[src/rtl/lib_arbiter_pkg.sv]
// Shared definitions for the pixel-group arbitration hierarchy.
//   CONST1        : group grid side used by the level-1 array
//   NUM_GROUPS1   : number of level-1 groups (CONST1*CONST1)
//   GRP_IDX_W     : width of a group row/column index (minimum 1)
//   sched_state_t : top scheduler FSM states
//   clog2_min1    : $clog2 clamped to at least 1 bit
package lib_arbiter_pkg;

  localparam int CONST1      = 2;
  localparam int NUM_GROUPS1 = CONST1 * CONST1;
  localparam int GRP_IDX_W   = (CONST1 > 1) ? $clog2(CONST1) : 1;

  typedef enum logic {IDLE, GRANT} sched_state_t;

  function automatic int clog2_min1(input int v);
    return (v > 1) ? $clog2(v) : 1;
  endfunction

endpackage

[src/rtl/group_rr_scheduler_if.sv]
// Bundle between the group scheduler and the pixel-group array.
//   enable_i      : scan enable (array/control side -> scheduler)
//   req_i         : per-group request array
//   grp_release_i : granted group has finished
//   gnt_o         : registered one-hot group grant
//   valid_o       : a grant is active
//   grp_row_o/col : coordinates of the granted group, 0 when idle
//   timeout_o     : one-cycle pulse on forced grant end
//   active_o      : any request pending or grant active
// modport master : scheduler side; modport slave : array side.
interface group_rr_scheduler_if
  import lib_arbiter_pkg::*;
#(
  parameter int GRID = CONST1
);
  logic                       enable_i;
  logic [GRID-1:0][GRID-1:0]  req_i;
  logic                       grp_release_i;
  logic [GRID-1:0][GRID-1:0]  gnt_o;
  logic                       valid_o;
  logic [GRP_IDX_W-1:0]       grp_row_o;
  logic [GRP_IDX_W-1:0]       grp_col_o;
  logic                       timeout_o;
  logic                       active_o;

  modport master (
    input  enable_i, req_i, grp_release_i,
    output gnt_o, valid_o, grp_row_o, grp_col_o, timeout_o, active_o
  );

  modport slave (
    output enable_i, req_i, grp_release_i,
    input  gnt_o, valid_o, grp_row_o, grp_col_o, timeout_o, active_o
  );
endinterface

[src/rtl/group_rr_scheduler_pick.sv]
// rr_priority_pick: combinational round-robin selector.
//   req_i   : flat request vector, N bits
//   ptr_i   : index with highest priority this cycle
//   gnt_o   : one-hot grant of the first requester at or after ptr_i
//   idx_o   : index of that requester
//   found_o : at least one request present
module rr_priority_pick #(
  parameter int N     = 4,
  parameter int IDX_W = 2
) (
  input  logic [N-1:0]     req_i,
  input  logic [IDX_W-1:0] ptr_i,
  output logic [N-1:0]     gnt_o,
  output logic [IDX_W-1:0] idx_o,
  output logic             found_o
);

  int               cand;
  logic [IDX_W-1:0] cand_idx;

  always_comb begin
    gnt_o    = '0;
    idx_o    = '0;
    found_o  = 1'b0;
    cand     = 0;
    cand_idx = '0;
    for (int k = 0; k < N; k++) begin
      // Explicit wrap compare so group counts need not be powers of two.
      cand = int'(ptr_i) + k;
      if (cand >= N) cand = cand - N;
      cand_idx = IDX_W'(cand);
      if (!found_o && req_i[cand_idx]) begin
        found_o         = 1'b1;
        idx_o           = cand_idx;
        gnt_o[cand_idx] = 1'b1;
      end
    end
  end

endmodule

[src/rtl/group_rr_scheduler.sv]
// group_rr_scheduler: grants one level-1 pixel group at a time in
// row-major round-robin order and holds the grant until the group
// releases, withdraws its request, or HOLD_MAX cycles elapse.
//   clk_i, reset_i : clock, synchronous active-high reset
//   bus (master)   : request/grant bundle, see group_rr_scheduler_if
// Parameters: GRID (grid side), HOLD_MAX (hold limit, 0 = no limit).
module group_rr_scheduler
  import lib_arbiter_pkg::*;
#(
  parameter int GRID     = CONST1,
  parameter int HOLD_MAX = 64
) (
  input  logic                 clk_i,
  input  logic                 reset_i,
  group_rr_scheduler_if.master bus
);

  localparam int N     = GRID * GRID;
  localparam int IDX_W = clog2_min1(N);
  localparam int HC_W  = clog2_min1(HOLD_MAX + 1);

  localparam logic [IDX_W-1:0] IDX_LAST  = IDX_W'(N - 1);
  localparam logic [HC_W-1:0]  HOLD_LAST = HC_W'((HOLD_MAX > 0) ? HOLD_MAX - 1 : 0);
  localparam logic [HC_W-1:0]  HOLD_SAT  = HC_W'(HOLD_MAX);

  sched_state_t         state_q, state_d;
  logic [IDX_W-1:0]     ptr_q, ptr_d;
  logic [IDX_W-1:0]     idx_q, idx_d;
  logic [HC_W-1:0]      hold_cnt_q, hold_cnt_d;
  logic [N-1:0]         gnt_q, gnt_d;
  logic [GRP_IDX_W-1:0] row_q, row_d;
  logic [GRP_IDX_W-1:0] col_q, col_d;
  logic                 timeout_q, timeout_d;

  logic [N-1:0]     req_flat;
  logic [N-1:0]     pick_gnt;
  logic [IDX_W-1:0] pick_idx;
  logic             pick_found;
  logic             released;
  logic             timed_out;

  // 2-D group array <-> flat row-major index
  for (genvar r = 0; r < GRID; r++) begin : g_row
    for (genvar c = 0; c < GRID; c++) begin : g_col
      assign req_flat[r*GRID+c] = bus.req_i[r][c];
      assign bus.gnt_o[r][c]    = gnt_q[r*GRID+c];
    end
  end

  rr_priority_pick #(
    .N     (N),
    .IDX_W (IDX_W)
  ) u_pick (
    .req_i   (req_flat),
    .ptr_i   (ptr_q),
    .gnt_o   (pick_gnt),
    .idx_o   (pick_idx),
    .found_o (pick_found)
  );

  // Release or withdrawal beats the timeout when both land together.
  assign released  = bus.grp_release_i || ((req_flat & gnt_q) == '0);
  assign timed_out = (HOLD_MAX != 0) && (hold_cnt_q == HOLD_LAST);

  always_comb begin
    state_d    = state_q;
    ptr_d      = ptr_q;
    idx_d      = idx_q;
    hold_cnt_d = hold_cnt_q;
    gnt_d      = gnt_q;
    row_d      = row_q;
    col_d      = col_q;
    timeout_d  = 1'b0;
    case (state_q)
      IDLE: begin
        if (bus.enable_i && pick_found) begin
          state_d    = GRANT;
          gnt_d      = pick_gnt;
          idx_d      = pick_idx;
          row_d      = GRP_IDX_W'(int'(pick_idx) / GRID);
          col_d      = GRP_IDX_W'(int'(pick_idx) % GRID);
          hold_cnt_d = '0;
        end
      end
      GRANT: begin
        if (released || timed_out) begin
          state_d   = IDLE;
          gnt_d     = '0;
          row_d     = '0;
          col_d     = '0;
          ptr_d     = (idx_q == IDX_LAST) ? '0 : idx_q + 1'b1;
          timeout_d = !released;
        end else if (hold_cnt_q != HOLD_SAT) begin
          // Saturating so HOLD_MAX=0 (no limit) never wraps the counter.
          hold_cnt_d = hold_cnt_q + 1'b1;
        end
      end
      default: state_d = IDLE;
    endcase
  end

  // State / output registers
  always_ff @(posedge clk_i) begin
    if (reset_i) begin
      state_q    <= IDLE;
      ptr_q      <= '0;
      idx_q      <= '0;
      hold_cnt_q <= '0;
      gnt_q      <= '0;
      row_q      <= '0;
      col_q      <= '0;
      timeout_q  <= 1'b0;
    end else begin
      state_q    <= state_d;
      ptr_q      <= ptr_d;
      idx_q      <= idx_d;
      hold_cnt_q <= hold_cnt_d;
      gnt_q      <= gnt_d;
      row_q      <= row_d;
      col_q      <= col_d;
      timeout_q  <= timeout_d;
    end
  end

  assign bus.valid_o   = |gnt_q;
  assign bus.grp_row_o = row_q;
  assign bus.grp_col_o = col_q;
  assign bus.timeout_o = timeout_q;
  assign bus.active_o  = (|req_flat) || (|gnt_q);

endmodule

[src/flat_wrapper.sv]
// flat-port wrapper written by rule: the top's interface ports become plain ports
module group_rr_scheduler_flat import lib_arbiter_pkg::*;
#(
  parameter int GRID     = CONST1,
  parameter int HOLD_MAX = 64
)
  (clk_i, reset_i, bus_enable_i, bus_req_i, bus_grp_release_i, bus_gnt_o, bus_valid_o, bus_grp_row_o, bus_grp_col_o, bus_timeout_o, bus_active_o);
  group_rr_scheduler_if #(.GRID(GRID)) bus_i ();
  input  logic clk_i;
  input  logic reset_i;
  input wire logic [$bits(bus_i.enable_i)-1:0] bus_enable_i;
  input wire logic [$bits(bus_i.req_i)-1:0] bus_req_i;
  input wire logic [$bits(bus_i.grp_release_i)-1:0] bus_grp_release_i;
  output wire logic [$bits(bus_i.gnt_o)-1:0] bus_gnt_o;
  output wire logic [$bits(bus_i.valid_o)-1:0] bus_valid_o;
  output wire logic [$bits(bus_i.grp_row_o)-1:0] bus_grp_row_o;
  output wire logic [$bits(bus_i.grp_col_o)-1:0] bus_grp_col_o;
  output wire logic [$bits(bus_i.timeout_o)-1:0] bus_timeout_o;
  output wire logic [$bits(bus_i.active_o)-1:0] bus_active_o;
  assign bus_i.enable_i = bus_enable_i;
  assign bus_i.req_i = bus_req_i;
  assign bus_i.grp_release_i = bus_grp_release_i;
  assign bus_gnt_o = bus_i.gnt_o;
  assign bus_valid_o = bus_i.valid_o;
  assign bus_grp_row_o = bus_i.grp_row_o;
  assign bus_grp_col_o = bus_i.grp_col_o;
  assign bus_timeout_o = bus_i.timeout_o;
  assign bus_active_o = bus_i.active_o;
  group_rr_scheduler #(.GRID(GRID), .HOLD_MAX(HOLD_MAX)) u_core (.clk_i(clk_i), .reset_i(reset_i), .bus(bus_i));
endmodule
[config.mk]
export PLATFORM = sky130hd
export DESIGN_NAME = group_rr_scheduler_flat
export DESIGN_NICKNAME = d
export VERILOG_FILES = /design/src/rtl/lib_arbiter_pkg.sv /design/src/rtl/group_rr_scheduler_if.sv /design/src/rtl/group_rr_scheduler_pick.sv /design/src/rtl/group_rr_scheduler.sv /design/src/flat_wrapper.sv
export SDC_FILE = /design/constraint.sdc
export NUM_CORES = 1
export LEC_CHECK = 0
export ABC_CLOCK_PERIOD_IN_PS = 3380
export CAP_MARGIN = 20
export CORE_MARGIN = 1
export CORE_UTILIZATION = 35
export DETAILED_ROUTE_END_ITERATION = 10
export PLACE_DENSITY_LB_ADDON = 0.12
export SLEW_MARGIN = 15
export SYNTH_ARGS = -nofsm -noshare
export SYNTH_HDL_FRONTEND = slang
export SYNTH_HIERARCHICAL = 1
export SYNTH_SLANG_ARGS = --single-unit
[constraint.sdc]
create_clock -name clk_i -period 3.38 [get_ports clk_i]
set_input_delay 0.676 -clock clk_i [delete_from_list [all_inputs] [get_ports clk_i]]
set_output_delay 0.676 -clock clk_i [all_outputs]
set_load 0.005 [all_outputs]
Word-level counts from Yosys, hierarchy flattened

Index checks and enable logic that the tools add are counted.

Output and inout port bits: 9
Word-level logic and storage cells: 113
Register bits after elaboration: 19
Bits of input ports: 8

Equal/unequal tests: 7
Bitwise logic cells: 6
Muxes and demuxes: 48
$add $sub $neg: 9
Reductions and logical operators: 23
Order comparisons: 12

Operators with widths:

| kind                                                                          | number |
|---|---|
| 4-bit 2-to-1 mux                                                              | 6 |
| 7-bit 2-to-1 mux                                                              | 3 |
| 2-bit 2-to-1 mux                                                              | 9 |
| 1-bit 2-to-1 mux                                                              | 17 |
| 7-bit case mux with 2 select lines                                            | 1 |
| 2-bit by 3-bit less-than comparator with 1-bit output (second input constant) | 4 |
| 4-bit OR                                                                      | 3 |
| 3-bit >= comparator (second input constant)                                   | 3 |
| 1-bit binary-select mux with 2-bit select                                     | 4 |
| 1-bit demux with 2-bit select                                                 | 4 |
| 2-bit by 1-bit >= comparator with 1-bit output (second input constant)        | 4 |
| 1-bit logical AND                                                             | 8 |
| 4-bit case mux with 2 select lines                                            | 1 |
| 4-bit OR reduction                                                            | 2 |
| 2-bit by 1-bit subtractor with 2-bit output (second input constant)           | 4 |
| 7-bit by 1-bit adder with 7-bit output (second input constant)                | 1 |
| 7-bit by 6-bit == test with 1-bit output (second input constant)              | 1 |
| 7-bit inequality test (second input constant)                                 | 1 |
| 2-bit by 2-bit adder with 3-bit output (second input constant)                | 2 |
| 2-bit inequality test (second input constant)                                 | 3 |
| 1-bit case mux with 2 select lines                                            | 3 |
| 2-bit AND reduction                                                           | 3 |
| 4-bit AND                                                                     | 1 |
| 1-bit zero test                                                               | 4 |
| other kinds (10)                                                              | 13 |

Longest topological paths before layout

Gate-level depths: netlist (run 1).

Depth after elaboration: 17
Mapped depth: 12
Mapped depth without buffers: 9

Hierarchy

The synthesis (run 1) kept the hierarchy.

Modules (own cells, without submodules):

| module             | area each (µm²) | seq. area each (µm²) | instances | cells each |
|---|---|---|---|---|
| group_rr_scheduler | 980.9           | 380.4                | 1         | 114 |
| rr_priority_pick   | 421.7           | 0.0                  | 1         | 45 |

Worst setup path after synthesis (run 1)

OpenSTA, ideal clock, no wires.

Kind: register to register
Start point: reg u_core.ptr_q[0]
End point: reg u_core.hold_cnt_q[5]
Buffers on the path: 3
Path slack: 0.957 ns
Setup time: 0.063 ns
Arrival: 2.360 ns
Cell stages (with the launch flop): 13
Period minus slack after synthesis: 2.423 ns
Data required time: 3.317 ns
Cell sequence: dfxtp_1 -> buf_6 -> inv_1 -> ha_1 -> mux4_2 -> buf_6 -> nor3_1 -> nand2b_1 -> and3b_1 -> clkbuf_1 -> nor3b_1 -> o31ai_1 -> nand3_1

Word-level cells in the longest chain between the ends: 17
Elaborated cells between the ends (all ways): 36
Classes of those cells: add/sub (7); order compare (4); eq/ne (1); mux (16); reduce/logical (8)

RTL lines:

| element                                                                                         | line                          | text |
|---|---|---|
| start, declared                                                                                 | group_rr_scheduler.sv:27      | `logic [IDX_W-1:0] ptr_q, ptr_d;` |
| start signal, assigned                                                                          | group_rr_scheduler.sv:115     | `ptr_q <= ptr_d;` |
| parallel branches: the longest is 13 deep, another holds 2-bit by 1-bit adder with 3-bit output | -                             |  |
| 1-bit 2-to-1 mux *                                                                              | group_rr_scheduler_pick.sv:32 | `if (!found_o && req_i[cand_idx]) begin` |
| net u_core.pick_found                                                                           | group_rr_scheduler.sv:38      | `logic pick_found;` |
| 1-bit logical AND *                                                                             | group_rr_scheduler.sv:76      | `if (bus.enable_i && pick_found) begin` |
| 2-bit by 1-bit inequality test with 1-bit output (no line) *                                    | -                             |  |
| 3-bit AND reduction (no line) *                                                                 | -                             |  |
| end signal, assigned                                                                            | group_rr_scheduler.sv:117     | `hold_cnt_q <= hold_cnt_d;` |
| end, declared                                                                                   | group_rr_scheduler.sv:29      | `logic [HC_W-1:0] hold_cnt_q, hold_cnt_d;` |

Mark *: on every way through the listed nets, which the timed path passes. The select of a mux whose other input is x is not followed.
A chain may end at the register's enable or synchronous reset.

Final worst setup path (run 1)

Start point: in bus_req_i[3]
End point: reg u_core.hold_cnt_q[4]

Word-level cells in the longest chain between the ends: 15
Elaborated cells between the ends (all ways): 26
Classes of those cells: eq/ne (2); mux (12); bitwise (1); reduce/logical (11)

RTL lines:

| element                                                      | line                          | text |
|---|---|---|
| start, declared                                              | flat_wrapper.sv:12            | `input wire logic [$bits(bus_i.req_i)-1:0] bus_req_i;` |
| 1-bit binary-select mux with 2-bit select                    | group_rr_scheduler_pick.sv:32 |  |
| 1-bit 2-to-1 mux (implied by the code)                       | group_rr_scheduler_pick.sv:32 |  |
| 1-bit 2-to-1 mux                                             | group_rr_scheduler_pick.sv:32 |  |
| 1-bit zero test                                              | group_rr_scheduler_pick.sv:32 |  |
| 1-bit logical AND                                            | group_rr_scheduler_pick.sv:32 |  |
| 1-bit 2-to-1 mux                                             | group_rr_scheduler_pick.sv:32 |  |
| 1-bit zero test                                              | group_rr_scheduler_pick.sv:32 |  |
| 1-bit logical AND                                            | group_rr_scheduler_pick.sv:32 |  |
| 1-bit 2-to-1 mux                                             | group_rr_scheduler_pick.sv:32 |  |
| 1-bit zero test                                              | group_rr_scheduler_pick.sv:32 |  |
| 1-bit logical AND                                            | group_rr_scheduler_pick.sv:32 |  |
| 1-bit 2-to-1 mux *                                           | group_rr_scheduler_pick.sv:32 |  |
| net u_core.pick_found                                        | group_rr_scheduler.sv:38      |  |
| 1-bit logical AND *                                          | group_rr_scheduler.sv:76      |  |
| 2-bit by 1-bit inequality test with 1-bit output (no line) * | -                             |  |
| 3-bit AND reduction (no line) *                              | -                             |  |

Mark *: on every way through the listed nets, which the timed path passes. The rest lies on a longest branch. The select of a mux whose other input is x is not followed.

==> impl_metrics.csv, run 1 <==
group,metric,value,unit
run_status,status,"complete, no violations",
setup_path,crit_slowest_cell,"mux4_2",
routing,post-route-drc-count,0,
floorplanning,die_h,65.3,um
setup_path,cp_slowest_stage_delay,0.67,ns
routing,postRouteAntennaNets,0,
floorplanning,start_util,0.375,
setup_path,crit_family,"simple AND/OR/NAND/NOR gates",
global_routing,grt_usage,0.184,
clocking,postCtsSetupRepairBufs,0,
setup_path,r2r_start,"u_core/ptr_q[0]",
sta,fin_tns_setup,0,ns
setup_path,cp-end-kind,"flop",
placement,port_buffers,16,
setup_path,crit_arrival,3.01,ns
job,maxCapViolations,0,
setup_path,worstPathCellList,"clkdlybuf4s50_1 > mux4_2 > nor3_1 > nand2b_1 > nand3b_1 > and2_1 > o31ai_1 > a21oi_1",
global_routing,grt_overflow,0,
floorplanning,die-area,4260,um2
setup_path,startpoint_type,"input pin",
setup_path,startpoint,"bus_req_i[3]",
sta,slew_headroom,0.451,
floorplanning,die_x,65.3,um
synthesis,synth-edff-count,0,
worst_hold_path,holdCritPathClass,"reg2reg",
finish,layout-drive-gt1-share,0.0930,
sta,period_share,0.832,
global_routing,grt_antenna_before_repair,0,
finish,nets,189,
setup_path,r2r_slack,0.69,ns
floorplanning,core_area,3740,um2
setup_path,worst_r2r_endpoint,"u_core/hold_cnt_q[4]",
clocking,clkLatencyLatePin,0.26,ns
routing,routed_via_density,5.90,
sta,fin_hold_ws,0.469,ns
finish,num-fill-cells,401,
setup_path,cp.required,3.58,ns
synthesis,netlist_area,1400,um2
power,ir_drop,0.214,mV
sta,hold_violations,0,
clocking,cts_resized,0,
sta,clock.fmax,356,MHz
setup_path,crit_type,"in2reg",
clocking,clk_pin_slew,0.08,ns
synthesis,synth_ff_type,"dfxtp_1",
placement,gp_congestion,0.787,
synthesis,synthArstFlopShare,0,
clocking,clk_path_buf_depth,2,
clocking,cts_tree,"built",
synthesis,synth_top_family_by_area,"simple AND/OR/NAND/NOR gates",
clocking,htreeDepth,1,
sta,finalCriticalPeriod,2.81,ns
global_routing,grt_pass1_vias,1256,
setup_path,cp.buffers_inverters,1,
synthesis,synth-simple-area-share,0.289,
placement,dp_hpwl,2630,um
synthesis,ys_seq_area_frac,0.271,
synthesis,synth_compound_area_frac,0.205,
synthesis,synthMuxAreaShare,0.110,
clocking,cts_root_buffer,"clkbuf_8",
global_routing,grt_pass1_wl,6100,um
global_routing,grt_max_degree,24,
routing,drt-initial-drc-count,101,
sta,slew_violations,0,
clocking,cts_buffers,3,
sta,finalClockSkew,0.00152,ns
finish,areaGrowthSynthToFinish,16.6,%
finish,n_antenna_cell,0,
setup_path,cp_max_fo,13,
power,power.density,370,nW/um2
setup_path,crit_path_end,"u_core/hold_cnt_q[4]",
floorplanning,io_pins,17,
setup_path,path_depth,8,
sta,setup_violations,0,
routing,wire_per_inst,16.2,um
synthesis,synthesis.nets,175,
power,leakagePower,0.557,nW
clocking,cts.sinks,19,
synthesis,synth_xor_area_frac,0,
synthesis,ys_warn_count,6,
sta,grt_setup_unrepaired,"false",
clocking,cts_hold_buf,0,
synthesis,yosys.cell_types.count,45,
floorplanning,rows,22,
synthesis,synth-adder-area-share,0.0714,
finish,postLayoutCoreUtil,0.437,
synthesis,synth_cells,159,
sta,worst_pin_slew,0.817,ns
setup_path,reg2reg_depth,9,
synthesis,avgSynthCellArea,8.82,um2
routing,vias,1298,
routing,finalWirelength,3570,um
routing,first_pass_iters,4,
synthesis,ys_seq_elements,19,
[layout make-up]
| type | count | area (um2) | area share |
|---|---|---|---|
| inverter | 5 | 18.8 | 0.0115 |
| clock inverter | 1 | 5.00 | 0.00306 |
| clock buffer | 3 | 41.3 | 0.0252 |
| multi-input combinational | 125 | 947 | 0.579 |
| sequential | 19 | 380 | 0.233 |
| timing repair buffer | 19 | 183 | 0.112 |
| tap | 48 | 60.1 | 0.0367 |
[cell usage after synthesis (all sizes together) (7+ instances only)]
| library cell | instances | area (um2) |
|---|---|---|
| a21oi | 7 | 35.0 |
| a22oi | 10 | 75.1 |
| dfxtp | 19 | 380 |
| ha | 8 | 100 |
| nand2 | 8 | 30.0 |
| nor2 | 16 | 60.1 |
| nor4 | 7 | 43.8 |
[worst min-delay path by stage]
stage                    start               to  slack, ns  cells after the start
2_1_floorplan  u_core/idx_q[1]  u_core/idx_q[1]       0.44                      2
5_1_grt        u_core/idx_q[1]  u_core/idx_q[1]       0.49                      2
3_5_place_dp   u_core/idx_q[1]  u_core/idx_q[1]       0.46                      2
4_1_cts        u_core/idx_q[1]  u_core/idx_q[1]       0.47                      2
6_report       u_core/idx_q[1]  u_core/idx_q[1]       0.47                      2
3_3_place_gp   u_core/idx_q[1]  u_core/idx_q[1]       0.45                      2
[registers in the layout, indices dropped and copies added, names as in the netlist]
signal / cells
u_core/bus.gnt_o: 4
u_core/bus.timeout_o: 1
u_core/ptr_q: 2
u_core/state_q: 1
u_core/hold_cnt_q: 7
u_core/idx_q: 2
u_core/bus.grp_row_o: 1
u_core/bus.grp_col_o: 1
[through the flow]
| stage | setup WS, ns | power, mW | std cells | area, um2 |
|---|---|---|---|---|
| 2_1_floorplan | 0.957 | 0.383 | 159 | 1400 |
| 5_1_grt | 0.316 | 0.635 | 220 | 1640 |
| 6_report | 0.568 | 0.605 | 220 | 1640 |
| 4_1_cts | 0.564 | 0.605 | 220 | 1640 |
| 3_5_place_dp | 0.287 | 0.444 | 216 | 1590 |
| 3_3_place_gp | 0.321 | 0.441 | 216 | 1590 |
[power breakdown]
group	total, mW	switching [mW]	internal [mW]
combinational	0.189	0.0993	0.0900
sequential	0.251	0.0146	0.237
clock	0.164	0.0822	0.0821
[kinds of logic (layout without fill, tap and decap cells)]
| group | after synthesis | in the layout |
|---|---|---|
| flip-flops | 19 | 19 |
| multiplexers | 9 | 9 |
| adder cells (fa/ha/maj) | 8 | 8 |
| buffers and inverters | 15 | 28 |
| AND/OR/NAND/NOR | 69 | 69 |
| AO/OA/AOI/OAI | 39 | 39 |
[layer usage]
layer,global-route usage,vias to the layer above,share of wire
met1,0.252,621,0.47
met5,0,-,0
li1,-,635,-
met4,0.0571,0,0.011
met2,0.296,38,0.48
met3,0.0278,4,0.044
[tightest hold or removal path, stage by stage, from the launching register on]
cell and delay, ns:
dfxtp_1 0.32, nand2_1 0.05, a21oi_1 0.05
[placed cells by master, fill, tap and decap left out, types with 4 or more instances in the layout]
master and instances:
a21oi_1 7, nand2_1 8, dfxtp_1 19, nand2b_1 5, or4_1 4, nand3_1 4
inv_1 5, a22oi_1 10, nor3_1 4, nor4_1 7, ha_1 8, clkdlybuf4s50_1 16
o21ai_0 5, o31ai_1 4, nor2_1 16
No activity file was read; power rests on OpenSTA's default activity.
==> inputs of run 2 (changes only) <==
Settings changed: ABC_CLOCK_PERIOD_IN_PS 3380 to 2900.
Clock period 3.38 ns to 2.9 ns, I/O delays scaled along.
==> run 2 against run 1 <==
Net effect:
- global-route usage is 0.65 points lower
- utilization is 1.9 points higher
- count of clock-buffer cells in the layout stayed put
- via count is 2.3% lower
- setup slack worse by 0.35 ns
- clock skew hardly changed
- sequential cell count stayed put
- cell area is 4.3% higher
- sequential power is 15% higher
- hold slack better by 0.0041 ns
- routed wire length is 4.0% lower
- largest cell class unchanged
- largest power group unchanged
- highest routed layer unchanged
==> impl_metrics.csv, run 2 (synthesis gave the netlist of run 1 again) <==
group,metric,value,unit
global_routing,grt_pass1_wl,5800,um
routing,drt-initial-drc-count,66,
setup_path,reg2reg_depth,9,
power,fin_total_pwr,0.718,mW
global_routing,met1_usage,0.223,
floorplanning,die-area,4260,um2
sta,clock.fmax,373,MHz
global_routing,grt_usage,0.178,
sta,finalCriticalPeriod,2.68,ns
global_routing,busiest_layer,"met2",
setup_path,crit_slowest_cell,"clkdlybuf4s50_1",
finish,n_antenna_cell,0,
clocking,cts.sinks,19,
placement,post_dp_cell_area,1660,um2
power,leakagePower,0.595,nW
sta,hold_violations,0,
sta,slew_headroom,0.424,
global_routing,grt_antenna_before_repair,0,
setup_path,cp.required,2.32,ns
floorplanning,core_area,3740,um2
sta,fin_tns_setup,0,ns
placement,dp_hpwl,2650,um
routing,wire_per_inst,15.2,um
clocking,cts_root_buffer,"clkbuf_8",
routing,vias,1268,
floorplanning,rows,22,
run_status,status,"complete, no violations",
finish,layout_commonest_cell,"dfxtp_1",
worst_hold_path,holdCritPathClass,"reg2reg",
floorplanning,start_util,0.375,
routing,routed_via_density,5.61,
placement,dp_slack,0.0644,ns
clocking,cts_buffers,3,
sta,worst_pin_slew,0.857,ns
power,power.density,421,nW/um2
routing,first_pass_iters,4,
clocking,clk_pin_slew,0.07,ns
sta,grt_setup_unrepaired,"false",
global_routing,use_met3,0.0278,
sta,fin_ws,0.218,ns
sta,setup_violations,0,
clocking,clkLatencyLatePin,0.25,ns
finish,layout.cells.non_filler,226,
clocking,cts_tree,"built",
job,maxCapViolations,0,
finish,areaGrowthSynthToFinish,21.6,%
clocking,cts_resized,0,
setup_path,startpoint_type,"input pin",
global_routing,grt_overflow,0,
setup_path,cpMostUsedCell,"clkdlybuf4s50_1",
finish,layout-drive-gt1-share,0.124,
global_routing,grt_use_met2,0.302,
clocking,postCtsSetupRepairBufs,0,
sta,period_share,0.925,
finish,multi_input_area,947,um2
placement,dp.cells,222,
floorplanning,die_x,65.3,um
finish,num-fill-cells,386,
clocking,cts_hold_buf,0,
sta,slew_violations,0,
routing,postRouteAntennaNets,0,
finish,largest_reg_flops,7,
global_routing,grt_max_degree,23,
setup_path,crit_type,"in2out",
setup_path,cp_max_fo,5,
finish,nets,195,
placement,port_buffers,16,
setup_path,cp_slowest_stage_delay,0.47,ns
clocking,htreeDepth,1,
setup_path,cp.buffers_inverters,3,
setup_path,crit_arrival,2.10,ns
setup_path,path_depth,5,
setup_path,worstPathCellList,"clkdlybuf4s50_1 > buf_4 > nor4_1 > nand2b_1 > clkdlybuf4s50_1",
placement,gp_congestion,0.828,
setup_path,crit_family,"buffers and inverters",
finish,finish.instance_area,1710,um2
finish,regArea,380,um2
floorplanning,die_h,65.3,um
global_routing,grt_pass1_vias,1218,
routing,post-route-drc-count,0,
sta,finalClockSkew,0.00116,ns
finish,final_cell_mix,"19 x dfxtp_1, 16 x clkdlybuf4s50_1, 16 x nor2_1",
clocking,clk_path_buf_depth,2,
setup_path,cp-end-kind,"output pin",
floorplanning,io_pins,17,
sta,fin_hold_ws,0.473,ns
routing,finalWirelength,3430,um
worst_hold_path,min_path_cells,1,
finish,postLayoutCoreUtil,0.456,
finish,largest_register,"u_core/hold_cnt_q",
power,ir_drop,0.200,mV
-- run 2: cell count changes in the layout (fill, tap and decap cells not counted) --
cell | previous run | this run
buf_4 | 3 | 7
buf_12 | 0 | 2
-- run 2: layout make-up --
| class | instances | share of cell area |
|---|---|---|
| sequential | 19 | 0.223 |
| multi-input combinational | 125 | 0.555 |
| inverter | 5 | 0.0110 |
| tap | 48 | 0.0352 |
| clock inverter | 1 | 0.00293 |
| timing repair buffer | 25 | 0.148 |
| clock buffer | 3 | 0.0242 |
-- run 2: layer usage --
layer	vias up	part of all wire	wire length [um]
met5	-	0	0
met4	0	0.011	38
met3	6	0.033	113
met2	24	0.48	1650
met1	593	0.47	1630
li1	645	-	-
-- run 2: worst reg2reg max path, stage by stage (launching register included) --
cell,delay (ns)
dfxtp_1,0.34
inv_1,0.09
ha_1,0.38
mux4_2,0.38
buf_4,0.19
and2b_2,0.25
a22oi_1,0.08
o21ai_0,0.23
nor2_1,0.08
nor4_1,0.20
-- run 2: power by group --
part	internal, mW	switching [mW]	total [mW]
Sequential	0.276	0.0132	0.289
Combinational	0.123	0.119	0.243
Clock	0.0955	0.0898	0.185
Total	0.495	0.223	0.718
-- run 2: worst paths after layout --
check	start	endpoint	slack [ns]
setup / recovery	bus_req_i[0]	bus_active_o	0.22
hold / removal	u_core/hold_cnt_q[6]	u_core/hold_cnt_q[6]	0.47
setup reg to reg	u_core/ptr_q[1]	u_core/bus.gnt_o[2]	0.59
hold reg to reg	u_core/hold_cnt_q[6]	u_core/hold_cnt_q[6]	0.47
==> variant 1: new RTL, settings of run 2 <==
`HOLD_MAX` is set to 64 in 2 places; all go to 128.
--- a/src/rtl/group_rr_scheduler.sv
+++ b/src/rtl/group_rr_scheduler.sv
@@ -8,7 +8,7 @@
   import lib_arbiter_pkg::*;
 #(
   parameter int GRID     = CONST1,
-  parameter int HOLD_MAX = 64
+  parameter int HOLD_MAX = 128
 ) (
   input  logic                 clk_i,
   input  logic                 reset_i,
--- a/src/flat_wrapper.sv
+++ b/src/flat_wrapper.sv
@@ -2,7 +2,7 @@
 module group_rr_scheduler_flat import lib_arbiter_pkg::*;
 #(
   parameter int GRID     = CONST1,
-  parameter int HOLD_MAX = 64
+  parameter int HOLD_MAX = 128
 )
   (clk_i, reset_i, bus_enable_i, bus_req_i, bus_grp_release_i, bus_gnt_o, bus_valid_o, bus_grp_row_o, bus_grp_col_o, bus_timeout_o, bus_active_o);
   group_rr_scheduler_if #(.GRID(GRID)) bus_i ();
Behaviour: no difference found for any inputs over 10 cycles, from zero or initial values and one cycle with reset_i high; that may be too few to reach the edited logic, so the function may still have changed.
==> variant 1 against run 2 <==
Routed wire length grew 9.9%; combinational power up 14%; design area grew 8.6%; total power rose by 20%; global-route usage is 0.42 points higher; area after synthesis is 7.5% higher; sequential cell count is 1 higher; non-clock buffer count is 6 higher; setup slack worse by 0.027 ns; largest power group unchanged.
==> variant 1: results (changes against run 2) <==
| Metric | Value |
|---|---|
| Final #Nets | 209 (was 195) |
| Reg2reg setup slack | 0.55 ns (was 0.59 ns) |
| Top cells by count, synth | dfxtp_1, nand2_1, a22oi_1, nor2_1, mux2i_1 (was dfxtp_1, nor2_1, a22oi_1) |
| RR Startpoint | u_core/ptr_q[0]$_SDFFE_PP0P_ (was u_core/ptr_q[1]$_SDFFE_PP0P_) |
| Worst hold-check slack | 0.462 ns (was 0.473 ns) |
| Mapped Nets | 182 (was 175) |
| Max FFs per register | 8 (was 7) |
| Vias in the first global route | 1,412 (was 1,218) |
| Max-slew headroom | 0.458 (was 0.424) |
| Routed WL per cell | 15.6 µm (was 15.2 µm) |
| Via/cell ratio | 5.84 (was 5.61) |
| Leakage | 0.653 nW (was 0.595 nW) |
| Post-DP HPWL | 2810 µm (was 2650 µm) |
| Synthesized area per cell | 9.08 µm² (was 8.82 µm²) |
| Layout cells sized above 1 | 0.151 (was 0.124) |
| Hold Crit Start | u_core/idx_q[1]$_SDFFE_PP0P_ (was u_core/hold_cnt_q[6]$_SDFFE_PP0P_) |
| Filler cell count | 384 (was 386) |
| Outcome | finished, final reports clean (unchanged) |
| R2R Path End | u_core/bus.gnt_o[3]$_SDFFE_PP0P_ (was u_core/bus.gnt_o[2]$_SDFFE_PP0P_) |
| Critical path peak fanout | 6 (was 5) |
| Post-synthesis sequential area ratio | 0.266 (was 0.271) |
| P_int | 0.611 mW (was 0.495 mW) |
| Synth cell types | 46 (was 45) |
| Placement Cell Area | 1780 µm² (was 1660 µm²) |
| P_comb | 0.277 mW (was 0.243 mW) |
| Final GP Congestion | 0.802 (was 0.828) |
| Worst Skew | 0.00120 ns (was 0.00116 ns) |
| First-pass GRT wire length | 6380 µm (was 5800 µm) |
| GRT Total Usage | 0.182 (was 0.178) |
| Slowest stage delay, CP | 0.51 ns (was 0.47 ns) |
[variant 1: changes by cell type after synthesis, moves of 4 or more]
cell	before	now
nand2_1	8	12
mux2i_1	3	9
nor3_1	4	8
nor2_1	16	10
[variant 1: final cells by class]
type	instances	area (µm²)	share of cell area
clock inverter	1	30.0	0.0162
sequential	20	400	0.216
clock buffer	3	41.3	0.0223
timing repair buffer	31	273	0.147
inverter	8	30.0	0.0162
multi-input combinational	129	1010	0.548
tap	50	62.6	0.0338
[variant 1: kinds of logic after synthesis]
logic type | count (synthesis) | synth area share
flops | 20 | 0.266
compound gates | 39 | 0.195
buf+inv | 17 | 0.0647
mux | 15 | 0.142
simple gates | 67 | 0.266
fa+ha+maj | 8 | 0.0664
[variant 1: routing by layer]
layer / GRT usage / wire length [µm]
met1: 0.220 / 1660
met2: 0.328 / 1900
met5: 0 / 0
met3: 0.0186 / 158
met4: 0.0665 / 59
==> variant 2: new RTL, settings of run 2 <==
Without the edit above. Reset style: asynchronous (`reset_i`), changed in one clocked block. Comments in the files are not updated.
--- a/src/rtl/group_rr_scheduler.sv
+++ b/src/rtl/group_rr_scheduler.sv
@@ -100,7 +100,7 @@
   end
 
   // State / output registers
-  always_ff @(posedge clk_i) begin
+  always_ff @(posedge clk_i or posedge reset_i) begin
     if (reset_i) begin
       state_q    <= IDLE;
       ptr_q      <= '0;
Behaviour: differs if reset_i is asserted again (counterexample within 4 cycles, from zero or initial values and one cycle with reset_i high); with reset_i held inactive, the same outputs for 10 cycles.
==> variant 2 against run 2 <==
Area after synthesis increased by 1.4%; first-iteration DRC count rose by 39%; setup slack gained 0.12 ns; critical endpoint unchanged; routed wire length shrank 9.6%; sequential cell count unchanged; design area is essentially flat; critical path type unchanged; sequential share of layout area up 5.6 points; clock skew increased by 0.00061 ns.
Power is not compared: it rests on default switching activity, and its combinational part moved more than twofold at a synthesized area within 25%.
==> variant 2: results (changes against run 2) <==
| Metric | Value |
|---|---|
| Outcome | finished, final reports clean (unchanged) |
| Synth cell types | 46 (was 45) |
| Actual slew at the worst max-slew pin | 0.758 ns (was 0.857 ns) |
| Synth Flop Type | dfrtp_1 (was dfxtp_1) |
| Post-synthesis sequential area ratio | 0.334 (was 0.271) |
| Clock-cell share | 0.0272 (was 0.0271) |
| GRT Total Usage | 0.165 (was 0.178) |
| Main area contributors after synthesis | dfrtp_1, ha_1, nand2_1, o21ai_0, a22oi_1 (was dfxtp_1, ha_1, a22oi_1, nor2_1, mux4_1) |
| Via/cell ratio | 5.58 (was 5.61) |
| Logic inverters | 9 (was 5) |
| Mapped Nets | 159 (was 175) |
| Met1 GRT Util | 0.232 (was 0.223) |
| Reg area | 475 µm² (was 380 µm²) |
| Worst hold-check slack | 0.495 ns (was 0.473 ns) |
| Compound-Gate Fraction of Synth Area | 0.213 (was 0.205) |
| Met3 usage | 0.0365 (was 0.0278) |
| #MultiIn Comb | 110 (was 125) |
| Worst Skew | 0.00177 ns (was 0.00116 ns) |
| Multi-input gate area | 876 µm² (was 947 µm²) |
| First-pass GRT wire length | 5400 µm (was 5800 µm) |
| Final non-clock buffer share | 0.125 (was 0.148) |
| Initial DRC count | 92 (was 66) |
| Filler cell count | 341 (was 386) |
| Synth Area in Adders | 0.0704 (was 0.0714) |
| Async SR Flop Fraction | 1.00 (was 0) |
| Non-clock buffers | 23 (was 25) |
| Met2 usage | 0.251 (was 0.302) |
| RR Startpoint | u_core/ptr_q[0]$_DFFE_PP0P_ (was u_core/ptr_q[1]$_SDFFE_PP0P_) |
variant 2: stage by stage:
step                      power [mW]  setup WS (ns)  std cells  area [µm²]  utilization
final                           1.58          0.341        213        1700        0.452
after global routing            1.73          0.179        213        1700        0.452
after CTS                       1.60          0.307        213        1700        0.452
after detailed placement        1.40          0.110        209        1660        0.440
after global placement          1.39          0.177        209        1660        0.440
after floorplan                 1.14          0.446        143        1420            -
variant 2: kinds of logic after synthesis:
family,Yosys count
mux,11
fa+ha+maj,8
buf+inv,14
flops,19
compound gates,40
simple gates,51
variant 2: layer usage:
layer  vias to the layer above  part of all wire
met3                         0             0.041
li1                        581                 -
met2                        31              0.46
met4                         0                 0
met1                       576              0.50
met5                         -                 0
variant 2: where the power goes:
part           internal [mW]  switching (mW)  total, mW  leakage (nW)
Sequential             0.349          0.0940      0.443         0.251
Clock                 0.0956          0.0902      0.186        0.0255
Combinational          0.476           0.476      0.952         0.442
Total                  0.921           0.661       1.58         0.718
